File: config.mk
export PLATFORM = sky130hd
export DESIGN_NAME = pc_tx
export DESIGN_NICKNAME = d
export VERILOG_FILES = /design/src/rtl/pc_tx.sv
export SDC_FILE = /design/constraint.sdc
export NUM_CORES = 1
export LEC_CHECK = 0
export ABC_AREA = 1
export BUFFER_PORTS_ARGS = -buffer_cell sky130_fd_sc_hd__buf_2
export CORE_MARGIN = 1.5
export CORE_UTILIZATION = 62
export DETAILED_ROUTE_END_ITERATION = 6
export PLACE_DENSITY = 0.82
export SYNTH_ARGS = -nofsm -noshare
export SYNTH_HDL_FRONTEND = slang
export SYNTH_SLANG_ARGS = --single-unit
File: constraint.sdc
create_clock -name i_clock -period 3 [get_ports i_clock]
set_clock_uncertainty 0.2 [all_clocks]
set_input_delay 0.6 -clock i_clock [delete_from_list [all_inputs] [get_ports i_clock]]
set_output_delay 0.6 -clock i_clock [all_outputs]
set_load 0.05 [all_outputs]
File: src/rtl/pc_tx.sv
// pc_tx: byte FIFO from the DataManager feeding an 8N1 UART serializer toward the FTDI RXD pin.
// Latency: a push into an empty, idle block puts the start bit on the line two clocks later.
// Backpressure: none toward the writer; a push while full is dropped and latches o_overflow_sig.
//
// Ports:
//   i_clock, i_reset                       clock and synchronous active-high reset
//   i_write_next_byte_cmd, i_tx_byte       one-cycle write strobe and its byte
//   o_fifo_is_full_sig, o_fifo_is_empty_sig, o_overflow_sig   FIFO status (overflow is sticky)
//   o_tx_serial, o_tx_active, o_tx_done    UART line, frame-in-progress, end-of-stop pulse
module pc_tx #(
    parameter int CLKS_PER_BIT = 435,
    parameter int FIFO_ADDR_W  = 4
) (
    input  logic       i_clock,
    input  logic       i_reset,
    input  logic       i_write_next_byte_cmd,
    input  logic [7:0] i_tx_byte,
    output logic       o_fifo_is_full_sig,
    output logic       o_fifo_is_empty_sig,
    output logic       o_overflow_sig,
    output logic       o_tx_serial,
    output logic       o_tx_active,
    output logic       o_tx_done
);

    localparam int DEPTH = 1 << FIFO_ADDR_W;
    localparam int CNT_W = $clog2(CLKS_PER_BIT);

    localparam logic [1:0] S_IDLE  = 2'd0;
    localparam logic [1:0] S_START = 2'd1;
    localparam logic [1:0] S_DATA  = 2'd2;
    localparam logic [1:0] S_STOP  = 2'd3;

    logic [7:0]             mem [DEPTH];
    logic [FIFO_ADDR_W-1:0] wr_ptr;
    logic [FIFO_ADDR_W-1:0] rd_ptr;
    logic [FIFO_ADDR_W:0]   count;
    logic [FIFO_ADDR_W:0]   count_next;
    logic                   push;
    logic                   pop;

    logic [1:0]             state;
    logic [CNT_W-1:0]       clk_cnt;
    logic [2:0]             bit_idx;
    logic [7:0]             shift_reg;
    logic                   bit_end;

    // A full FIFO refuses the write even if the serializer pops in the same cycle.
    assign push    = i_write_next_byte_cmd && !o_fifo_is_full_sig;
    assign pop     = (state == S_IDLE) && !o_fifo_is_empty_sig;
    assign bit_end = (clk_cnt == CNT_W'(CLKS_PER_BIT - 1));

    always_comb begin
        count_next = count;
        case ({push, pop})
            2'b10:   count_next = count + 1'b1;
            2'b01:   count_next = count - 1'b1;
            default: count_next = count;
        endcase
    end

    // Storage carries no reset; contents are only meaningful through the pointers.
    always_ff @(posedge i_clock) begin
        if (push) begin
            mem[wr_ptr] <= i_tx_byte;
        end
    end

    // Status flags are registered from the next count so they track count exactly.
    always_ff @(posedge i_clock) begin
        if (i_reset) begin
            wr_ptr              <= '0;
            rd_ptr              <= '0;
            count               <= '0;
            o_fifo_is_full_sig  <= 1'b0;
            o_fifo_is_empty_sig <= 1'b1;
            o_overflow_sig      <= 1'b0;
        end else begin
            if (push) begin
                wr_ptr <= wr_ptr + 1'b1;
            end
            if (pop) begin
                rd_ptr <= rd_ptr + 1'b1;
            end
            if (i_write_next_byte_cmd && o_fifo_is_full_sig) begin
                o_overflow_sig <= 1'b1;
            end
            count               <= count_next;
            o_fifo_is_full_sig  <= (count_next == (FIFO_ADDR_W+1)'(DEPTH));
            o_fifo_is_empty_sig <= (count_next == '0);
        end
    end

    // The line value is registered one state ahead: each transition loads the level
    // the next state drives, so the line moves on the same clock the state does.
    always_ff @(posedge i_clock) begin
        if (i_reset) begin
            state       <= S_IDLE;
            clk_cnt     <= '0;
            bit_idx     <= '0;
            shift_reg   <= '0;
            o_tx_serial <= 1'b1;
            o_tx_active <= 1'b0;
            o_tx_done   <= 1'b0;
        end else begin
            o_tx_done <= 1'b0;
            case (state)
                S_IDLE: begin
                    o_tx_serial <= 1'b1;
                    o_tx_active <= 1'b0;
                    if (pop) begin
                        shift_reg   <= mem[rd_ptr];
                        clk_cnt     <= '0;
                        bit_idx     <= '0;
                        o_tx_serial <= 1'b0;
                        o_tx_active <= 1'b1;
                        state       <= S_START;
                    end
                end
                S_START: begin
                    if (bit_end) begin
                        clk_cnt     <= '0;
                        o_tx_serial <= shift_reg[0];
                        state       <= S_DATA;
                    end else begin
                        clk_cnt <= clk_cnt + 1'b1;
                    end
                end
                S_DATA: begin
                    if (bit_end) begin
                        clk_cnt <= '0;
                        if (bit_idx == 3'd7) begin
                            o_tx_serial <= 1'b1;
                            state       <= S_STOP;
                        end else begin
                            bit_idx     <= bit_idx + 1'b1;
                            o_tx_serial <= shift_reg[bit_idx + 3'd1];
                        end
                    end else begin
                        clk_cnt <= clk_cnt + 1'b1;
                    end
                end
                default: begin // S_STOP
                    // Registered pulse: armed one clock early so it lands on the last stop clock.
                    if (clk_cnt == CNT_W'(CLKS_PER_BIT - 2)) begin
                        o_tx_done <= 1'b1;
                    end
                    if (bit_end) begin
                        clk_cnt     <= '0;
                        o_tx_active <= 1'b0;
                        state       <= S_IDLE;
                    end else begin
                        clk_cnt <= clk_cnt + 1'b1;
                    end
                end
            endcase
        end
    end

endmodule

=== Yosys cells after proc, flatten, opt, wreduce, memory -nomap -nowiden ===
Memory sizes are Yosys's and may differ from the RTL's. A register that Yosys moved wholly into a read port is not among the register bits.
Index checks and enable logic that the tools add are counted.
W data, S select, Z words.

* Bits in registers: 33
* Memory bits (writable): 128
* Memories: 1
* Output and inout bits: 6

{| class="wikitable"
|+ Memories
! name !! words !! bits a word !! rd ports !! clocked after Yosys merged registers in !! wr ports !! RTL line !! source
|-
| mem || 16 || 8 || 1 || 1 || 1 || 34 || <nowiki>logic [7:0] mem [DEPTH];</nowiki>
|}

* Add/sub/neg operators: 6
* Reduce and logical (&&, ||, !) cells: 17
* Equality and inequality tests: 13
* Bitwise operators: 1
* Muxes and demuxes: 27
* $lt $le $gt $ge: 1

{| class="wikitable"
|+ Operators with widths
! kind !! number
|-
| $mux W9 || 3
|-
| $eq A9 B9 Y1 const B || 2
|-
| $mux W1 || 10
|-
| $mux W2 || 5
|-
| $ne A2 B2 Y1 const B || 5
|-
| $pmux W5 S2 || 1
|-
| $add A9 B1 Y9 const B || 1
|-
| $mux W3 || 3
|-
| $add A4 B1 Y4 const B || 2
|-
| $pmux W2 S3 || 1
|-
| $pmux W3 S2 || 1
|-
| $add A5 B1 Y5 const B || 1
|-
| $eq A5 B5 Y1 const B || 1
|-
| $logic_not A5 Y1 || 1
|-
| $reduce_and A5 Y1 || 1
|-
| $sub A5 B1 Y5 const B || 1
|-
| $eq A2 B1 Y1 const B || 2
|-
| $eq A2 B2 Y1 const B || 2
|-
| $lt A3 B4 Y1 const B || 1
|-
| $reduce_and A2 Y1 || 2
|-
| $reduce_and A4 Y1 || 1
|-
| $reduce_bool A2 Y1 || 2
|-
| $reduce_or A4 Y1 || 1
|-
| $add A3 B1 Y3 const B || 1
|-
| other kinds (11) || 14
|}

=== Depth between registers and ports, before layout ===
Gate-level depths: netlist of run 1.

* Depth after elaboration: 6
* Gate-level depth with buffers: 18
* Gate-level depth less buffers: 18

=== Worst setup path after synthesis of run 1 ===
No wires, ideal clock.

* Path type: flip-flop to flip-flop
* Start: register o_fifo_is_empty_sig
* End: register o_fifo_is_empty_sig
* Buffers on the path: 3
* Data required time: 2.730 ns
* Arrival: 2.078 ns
* Setup slack: 0.651 ns
* Cell stages (with the launch flop): 11
* Period minus slack after synthesis: 2.349 ns
* Cell sequence: dfxtp_1 -> nor2_4 -> buf_4 -> buf_2 -> ha_1 -> buf_2 -> o21ai_0 -> nand2_1 -> nor2_1 -> nand3_1 -> o21bai_1

* Cells in the longest elaborated chain, start to end: 5
* Elaborated cells on any way between the ends: 6
* Those cells by class: eq/ne (2); mux (1); reduce/logical (3)

{| class="wikitable"
|+ RTL lines
! element !! RTL line !! source
|-
| from (decl) || 19 || <nowiki>output logic o_fifo_is_empty_sig,</nowiki>
|-
| from (signal assigned) || 90 || <nowiki>o_fifo_is_empty_sig <= (count_next == '0);</nowiki>
|-
| $logic_not A1 Y1 (*) || 50 || <nowiki>assign pop = (state == S_IDLE) && !o_fifo_is_empty_sig;</nowiki>
|-
| $logic_and A1 B1 Y1 (*) || 50 ||
|-
| $eq A2 B1 Y1 or $eq A2 B2 Y1 (tied branches) || 55 || <nowiki>case ({push, pop})</nowiki>
|-
| $pmux W5 S2 (*) || 55 ||
|-
| $logic_not A5 Y1 (*) || 90 ||
|}

Mark *: on every way between the ends. The rest lies on a longest branch, timed or not.
A chain may end at the register's enable or synchronous reset.

=== Worst setup path in the final report of run 1 ===
* Start: register state[0]
* End: register o_fifo_is_empty_sig

* Cells in the longest elaborated chain, start to end: 5
* Elaborated cells on any way between the ends: 6
* Those cells by class: eq/ne (2); mux (1); reduce/logical (3)

{| class="wikitable"
|+ RTL lines
! element !! RTL line !! source
|-
| from (decl) || 42 || <nowiki>logic [1:0] state;</nowiki>
|-
| from (signal assigned) || 98 || <nowiki>state <= S_IDLE;</nowiki>
|-
| from (signal assigned) || 117 || <nowiki>state <= S_START;</nowiki>
|-
| from (signal assigned) || 124 || <nowiki>state <= S_DATA;</nowiki>
|-
| $logic_not A2 Y1 (*) || 50 ||
|-
| $logic_and A1 B1 Y1 (*) || 50 ||
|-
| $eq A2 B1 Y1 or $eq A2 B2 Y1 (tied branches) || 55 ||
|-
| $pmux W5 S2 (*) || 55 ||
|-
| $logic_not A5 Y1 (*) || 90 ||
|}

Marks and branches as above.

==> impl_summary.txt, run 1 <==
----------------------------------------------------
[Final layout]
  Ratio of cells with drive above 1 in the final layout ... 0.105
  Signed area change from the synthesized netlist to the final layout ... 10.5%
  Final net count ... 717
  Commonest cells after routing, fill and taps aside ... 128 x edfxtp_1, 104 x nor2_1, 80 x nand2_1, 78 x o21ai_0, 54 x inv_1
  Final design instance area without fill ... 8010 um^2
  # diodes ... 0
  Layout filler cell count ... 811
  Flip-flop count of the largest register, all copies and words added ... 128
  Commonest non-fill, non-tap cell in the layout ... edfxtp_1
  Fin cells ... 845

[Placed design]
  I/O Buffers ... 16
  Cell total after placement ... 814
  Routability congestion estimate ... 0.855
  Cell area after placement ... 7440 um^2
  Post-DP HPWL ... 10.3 mm

[Detailed routing]
  Remaining antenna violation count ... 0
  Sum of routed wire length over all layers ... 15.7 mm
  Vias per cell ... 6.07
  Number of remaining DRC errors ... 4
  TritonRoute pass-1 iters ... 7
  Overall via count from detail_route ... 5130
  Average wire length per cell after detail routing ... 18.6 um
  First DRT Iteration DRCs ... 690

[Floorplanning]
  Core box area ... 11400 um^2
  Die height ... 111 um
  Number of top-level pins ... 17
  Core Rows ... 39
  Effective utilization at floorplan ... 0.635
  Horizontal die dimension ... 111 um
  Total die area ... 12300 um^2

[Timing]
  Unrepaired setup endpoints after global routing ... false
  Setup TNS Final ... 0 ns
  Max-slew headroom at the worst pin ... 0.474
  Worst-Margin Slew ... 0.786 ns
  Slew Viols, Final ... 0
  Final-report setup violation count ... 0
  Post-route worst hold slack ... 0.233 ns
  Max Clock Freq ... 399 MHz
  Final hold violation count ... 0
  Post-route minimum period ... 2.50 ns
  Share of the clock period used by the worst path after layout ... 0.835

[Critical path]
  Longest individual stage delay on the worst path ... 0.34 ns
  Worst endpoint required time ... 3.16 ns
  Sort of element at the start of the critical path ... register
  Kind of critical path ... reg -> reg
  Critical Path End Type ... register
  Cell breakdown of the critical path ... inv_1, ha_1, inv_2, nor2_4, buf_4, nand3_1, nand2_1, ha_1, inv_1, nand2_1, nand3b_1, nand3_1, nand2_1, nor2_1, nand3_1, o21bai_1
  WP data arrival ... 2.66 ns
  CP max FO ... 19
  Slowest library cell on the worst path ... dfxtp_1

[CTS]
  Clock tree buffer depth ... 2
  H-Tree Level Count ... 4
  Number of buffers added by the clock tree synthesis step ... 17
  Number of instances resized during post-cts repair ... 0
  Total clock sinks ... 169
  Post-cts hold buffer count ... 0
  Clock slew seen by the registers of the worst setup and hold paths ... 0.06 ns
  Master cell of the clock root buffer ... clkbuf_16
  Worst-skew pair later-pin latency ... 0.43 ns
  CTS tree ... built
  Count of buffers added by post-CTS timing repair for setup ... 0

[Power]
  Largest vdd supply drop ... 640 uV
  Leakage power total ... 2.88 nW
  Sum of internal, switching and leakage power ... 7.30 mW
  Power per standard cell area ... 912 nW/um^2

[GRT]
  Number of antenna violations at the first check in global routing ... 0
  Gr usage total ... 0.268
  Wire length of the first global-routing pass ... 25.4 mm
  Maximum number of pins on one net before global-route repair ... 67
  Overflow after GRT ... 0
  Vias in the first global route ... 5015

[Synth]
  Syn_nets ... 704
  Post-synthesis sequential element count ... 169
  Yosys synthesis warning count ... 0
  Area fraction in compound gates after synthesis ... 0.129
  Share of the synthesized area in the top cell type ... 0.530
  Post-Synthesis Cells ... 677
  Part of the Yosys area used for sequential elements ... 0.644
  Combined area of all synthesized cells ... 7250 um^2
  Mean area per synthesized cell ... 10.7 um^2
  Yosys cell types ... 38
  Fraction of the mapped netlist area in adder cells ... 0.0276
  Cell taking the most area after synthesis ... edfxtp_1
  Main combinational cell family by area after synthesis ... simple AND/OR/NAND/NOR gates
  Simple-gate portion of the synthesized area ... 0.144
  Xor/xnor cell area share of the yosys netlist ... 0.00363
  Area contributors post-synth ... edfxtp_1 53%, dfxtp_1 11%, o21ai_0 5.4%
  Portion of netlist area occupied by mux cells ... 0

[Outcome]
  Result of the run ... finished with violations
  Violations in the final reports ... design-rule violations

[Run]
  Count of maximum capacitance violations ... 0

[Hold path]
  Hold/Removal Path Class ... in -> reg

----------------------------------------------------
[worst max-delay path, delay by kind of cell, from the launching register on]
kind                       cells  cell delay [ns]
and+or+nand+nor                9             0.86
adders and majority gates      2             0.44
AOI/OAI and AO/OA              1             0.14
DFF                            1             0.34
buffers and inverters          4             0.45
[cell families (layout without fill, tap and decap cells)]
| group | after synthesis | count (layout) |
|---|---|---|
| buffers and inverters | 89 | 114 |
| adders and majority gates | 16 | 16 |
| and+or+nand+nor | 240 | 240 |
| DFF | 169 | 169 |
| xor gates and xnor gates | 3 | 3 |
| AOI/OAI and AO/OA | 160 | 160 |
[layer usage]
| metal | global-route usage | up-vias | wire (um) |
|---|---|---|---|
| met3 | 0.0580 | 31 | 1300 |
| li1 | - | 2414 | - |
| met5 | 0 | - | 0 |
| met1 | 0.360 | 2426 | 6360 |
| met2 | 0.438 | 259 | 7750 |
| met4 | 0.0945 | 0 | 310 |
[through the flow]
step	utilization	worst slack, ns
2_1_floorplan	-	0.651
3_3_place_gp	0.652	0.656
3_5_place_dp	0.652	0.526
4_1_cts	0.702	0.498
5_1_grt	0.702	0.312
6_report	0.702	0.495
[synthesized netlist by cell type, drive strengths merged]
cell type / number
edfxtp: 128
nor2: 106
nand2: 86
o21ai: 79
inv: 55
dfxtp: 41
nand3: 33
a21oi: 30
o221ai: 22
buf: 21
ha: 16
clkbuf: 12
o22ai: 11
nor3: 6
a21boi: 5
o211ai: 5
a31oi: 3
nand3b: 3
nand4: 3
xor2: 3
a211oi: 2
nor4: 2
o21bai: 2
a21o: 1
clkinv: 1
or2: 1
[power breakdown]
group          internal, mW  leakage (nW)  switching, mW  total (mW)
clock                  1.23         0.277          0.894        2.12
combinational         0.724          1.11           1.63        2.36
sequential             2.71          1.49          0.119        2.83
[worst paths after layout]
path | from | end | slack, ns | depth (start not counted)
worst min-delay path | i_write_next_byte_cmd | o_overflow_sig | 0.23 | 3
worst max-delay path | state[0] | o_fifo_is_empty_sig | 0.50 | 16
worst min register to register | clk_cnt[7] | clk_cnt[7] | 0.27 | 2
worst max register to register | state[0] | o_fifo_is_empty_sig | 0.50 | 16
[layout make-up]
type	instances	area, um^2	area share
clock buffer	18	429	0.0536
clock inverter	13	140	0.0175
inverter	56	210	0.0262
multi-input combinational	419	2210	0.276
sequential	169	4670	0.582
tap	143	179	0.0223
timing repair buffer	27	175	0.0219
(Power assumes the default switching activity.)
==> inputs of run 2 (changes only) <==
--- a/config.mk
+++ b/config.mk
@@ -8,9 +8,9 @@
 export ABC_AREA = 1
 export BUFFER_PORTS_ARGS = -buffer_cell sky130_fd_sc_hd__buf_2
 export CORE_MARGIN = 1.5
-export CORE_UTILIZATION = 62
+export CORE_UTILIZATION = 56
 export DETAILED_ROUTE_END_ITERATION = 6
-export PLACE_DENSITY = 0.82
+export PLACE_DENSITY = 0.78
 export SYNTH_ARGS = -nofsm -noshare
 export SYNTH_HDL_FRONTEND = slang
 export SYNTH_SLANG_ARGS = --single-unit
==> constraint.sdc (replaced) <==
create_clock -name i_clock -period 2.3 [get_ports i_clock]
set_clock_uncertainty 0.2 [all_clocks]
set_input_delay 0.46 -clock i_clock [delete_from_list [all_inputs] [get_ports i_clock]]
set_output_delay 0.46 -clock i_clock [all_outputs]
set_load 0.05 [all_outputs]
==> impl_summary.txt, run 2 (synthesized netlist as in run 1, its figures left out) <==
----------------------------------------------------
[GRT]
  Gr usage total ... 0.261 (-0.00717)
  Overflow after GRT ... 0 (unchanged)
  Maximum number of pins on one net before global-route repair ... 67 (unchanged)
  Number of antenna violations at the first check in global routing ... 0 (unchanged)
  Vias in the first global route ... 5038 (+0.46%)
  Wire length of the first global-routing pass ... 25.9 mm (+2.0%)

[Critical path]
  Worst setup path endpoint ... o_fifo_is_full_sig
  Number of gates on the worst path with buffers counted ... 17 (+1)
  Worst-case register-to-register setup slack ... 0.16 ns (-0.34 ns)
  Slowest library cell on the worst path ... dfxtp_2
  Sort of element at the start of the critical path ... register
  Number of cells on the worst reg-to-reg path ... 17 (+1)
  Origin of the worst setup path ... state[0]
  Longest individual stage delay on the worst path ... 0.35 ns (about the same)
  Worst endpoint required time ... 2.47 ns (-0.69 ns)
  Cell family contributing the most delay on the critical path ... simple AND/OR/NAND/NOR gates
  Critical Path Most Common Cell ... nand2_1
  Cell breakdown of the critical path ... inv_4, ha_4, inv_2, nor2_4, nand2_2, inv_1, ha_4, inv_1, o21bai_1, inv_1, nand2_1, nand2_1, nand2_1, nand2_1, nand2_1, nand2_1, nor2_1
  Kind of critical path ... reg -> reg
  CP max FO ... 4 (-15)
  Critical Path End Type ... register
  Crit Reg-Reg Endpoint ... o_fifo_is_full_sig
  FF-to-FF Start ... state[0]
  WP data arrival ... 2.31 ns (-0.35 ns)
  Buffers and inverters on the worst path ... 5 (+1)

[Detailed routing]
  Average wire length per cell after detail routing ... 18.4 um (-1.3%)
  TritonRoute pass-1 iters ... 5 (-2)
  Sum of routed wire length over all layers ... 16.5 mm (+4.7%)
  Vias per cell ... 5.91 (-2.7%)
  Number of remaining DRC errors ... 0 (-4)
  Remaining antenna violation count ... 0 (unchanged)
  First DRT Iteration DRCs ... 639 (-7.4%)
  Overall via count from detail_route ... 5291 (+3.1%)

[Power]
  Power per standard cell area ... 1200 nW/um^2 (+31%)
  Largest vdd supply drop ... 736 uV (+15%)
  Leakage power total ... 3.01 nW (+4.4%)

[CTS]
  Number of buffers added by the clock tree synthesis step ... 17 (unchanged)
  Clock slew seen by the registers of the worst setup and hold paths ... 0.06 ns (about the same)
  Clock tree buffer depth ... 2 (unchanged)
  H-Tree Level Count ... 4 (unchanged)
  Total clock sinks ... 169 (unchanged)
  CTS tree ... built
  Post-cts hold buffer count ... 0 (unchanged)
  Worst-skew pair later-pin latency ... 0.44 ns (about the same)
  Master cell of the clock root buffer ... clkbuf_16

[Floorplanning]
  Horizontal die dimension ... 117 um (+5.1%)
  Core Rows ... 41 (+5.1%)
  Number of top-level pins ... 17 (unchanged)
  Effective utilization at floorplan ... 0.574 (-0.0604)
  Die height ... 117 um (+5.1%)
  Core box area ... 12600 um^2 (+11%)
  Total die area ... 13600 um^2 (+10%)

[Timing]
  Max Clock Freq ... 467 MHz (+17%)
  Max-slew headroom at the worst pin ... 0.646 (+0.172)
  Slew Viols, Final ... 0 (unchanged)
  Post-route minimum period ... 2.14 ns (-0.362 ns)
  Unrepaired setup endpoints after global routing ... true
  Share of the clock period used by the worst path after layout ... 0.932 (+0.0968)
  Worst-case setup margin in the final layout ... 0.157 ns (-0.338 ns)
  Final hold violation count ... 0 (unchanged)
  Final-report setup violation count ... 0 (unchanged)
  Post-route worst hold slack ... 0.109 ns (-0.123 ns)
  Worst-Margin Slew ... 0.530 ns (-0.256 ns)

[Placed design]
  Post-DP HPWL ... 10.2 mm (-1.3%)
  I/O Buffers ... 16 (unchanged)
  Worst slack at placement ... 0.0206 ns (-0.505 ns)
  Cell area after placement ... 7630 um^2 (+2.5%)
  Routability congestion estimate ... 0.883 (+3.3%)

[Final layout]
  Commonest non-fill, non-tap cell in the layout ... edfxtp_1
  Commonest cells after routing, fill and taps aside ... 128 x edfxtp_1, 104 x nor2_1, 77 x nand2_1, 77 x o21ai_0, 52 x inv_1
  Final design instance area without fill ... 8280 um^2 (+3.4%)
  # diodes ... 0 (unchanged)
  Flip-flop count of the largest register, all copies and words added ... 128 (unchanged)
  Signed area change from the synthesized netlist to the final layout ... 14.3%
  Final net count ... 739 (+3.1%)
  Ratio of cells with drive above 1 in the final layout ... 0.149 (+0.0438)

[Hold path]
  Hold path startpoint ... i_write_next_byte_cmd
  Hold/Removal Path Class ... in -> reg

[Run]
  Count of maximum capacitance violations ... 0 (unchanged)

[Outcome]
  Result of the run ... finished clean

----------------------------------------------------
run 2: timing repair:
item,in CTS,in global routing
setup endpoints to repair,1,3
pin swaps,1,5
buffers inserted,1,1
hold endpoints to repair,0,0
gates resized for setup,0,13
run 2: tightest hold or removal path, cell delays in order:
cell and delay, ns:
buf_2 0.09, a21oi_1 0.06, nor2_1 0.08
run 2: cell type report:
type	instances	area [um^2]
Clock inverter	13	166
Fill cell	963	4340
Clock buffer	18	429
Inverter	56	213
Tap cell	172	215
Timing Repair Buffer	49	340
Sequential cell	169	4670
Multi-Input combinational cell	419	2250
run 2: metal layers:
layer  vias up  part of all wire  GRT usage
li1       2459                 -          -
met1      2595              0.41      0.323
met2       211              0.50      0.440
met3        26             0.068     0.0742
met4         0             0.017     0.0964
met5         -                 0          0
run 2: power breakdown:
part / leakage, nW / total, mW / internal, mW / switching, mW
Clock: 0.291 / 2.91 / 1.72 / 1.20
Sequential: 1.49 / 3.74 / 3.54 / 0.203
Combinational: 1.22 / 3.25 / 1.09 / 2.16
run 2: per-stage QoR:
step           TNS, ns   util  instances  total power, mW
2_1_floorplan        0      -        677             5.98
3_3_place_gp         0  0.605        863             6.69
3_5_place_dp         0  0.605        863             6.84
4_1_cts              0  0.652        895             9.78
5_1_grt        -0.0509  0.656        896             10.5
6_report             0  0.656        896             9.90
run 2: how the worst min path moves through the flow:
| stage | slack, ns | to | cells past startpoint |
|---|---|---|---|
| 2_1_floorplan | 0.25 | clk_cnt[7] | 2 |
| 3_3_place_gp | 0.24 | o_overflow_sig | 2 |
| 6_report | 0.11 | o_overflow_sig | 3 |
| 4_1_cts | 0.11 | o_overflow_sig | 3 |
| 5_1_grt | 0.12 | o_overflow_sig | 3 |
| 3_5_place_dp | 0.26 | o_tx_serial | 2 |
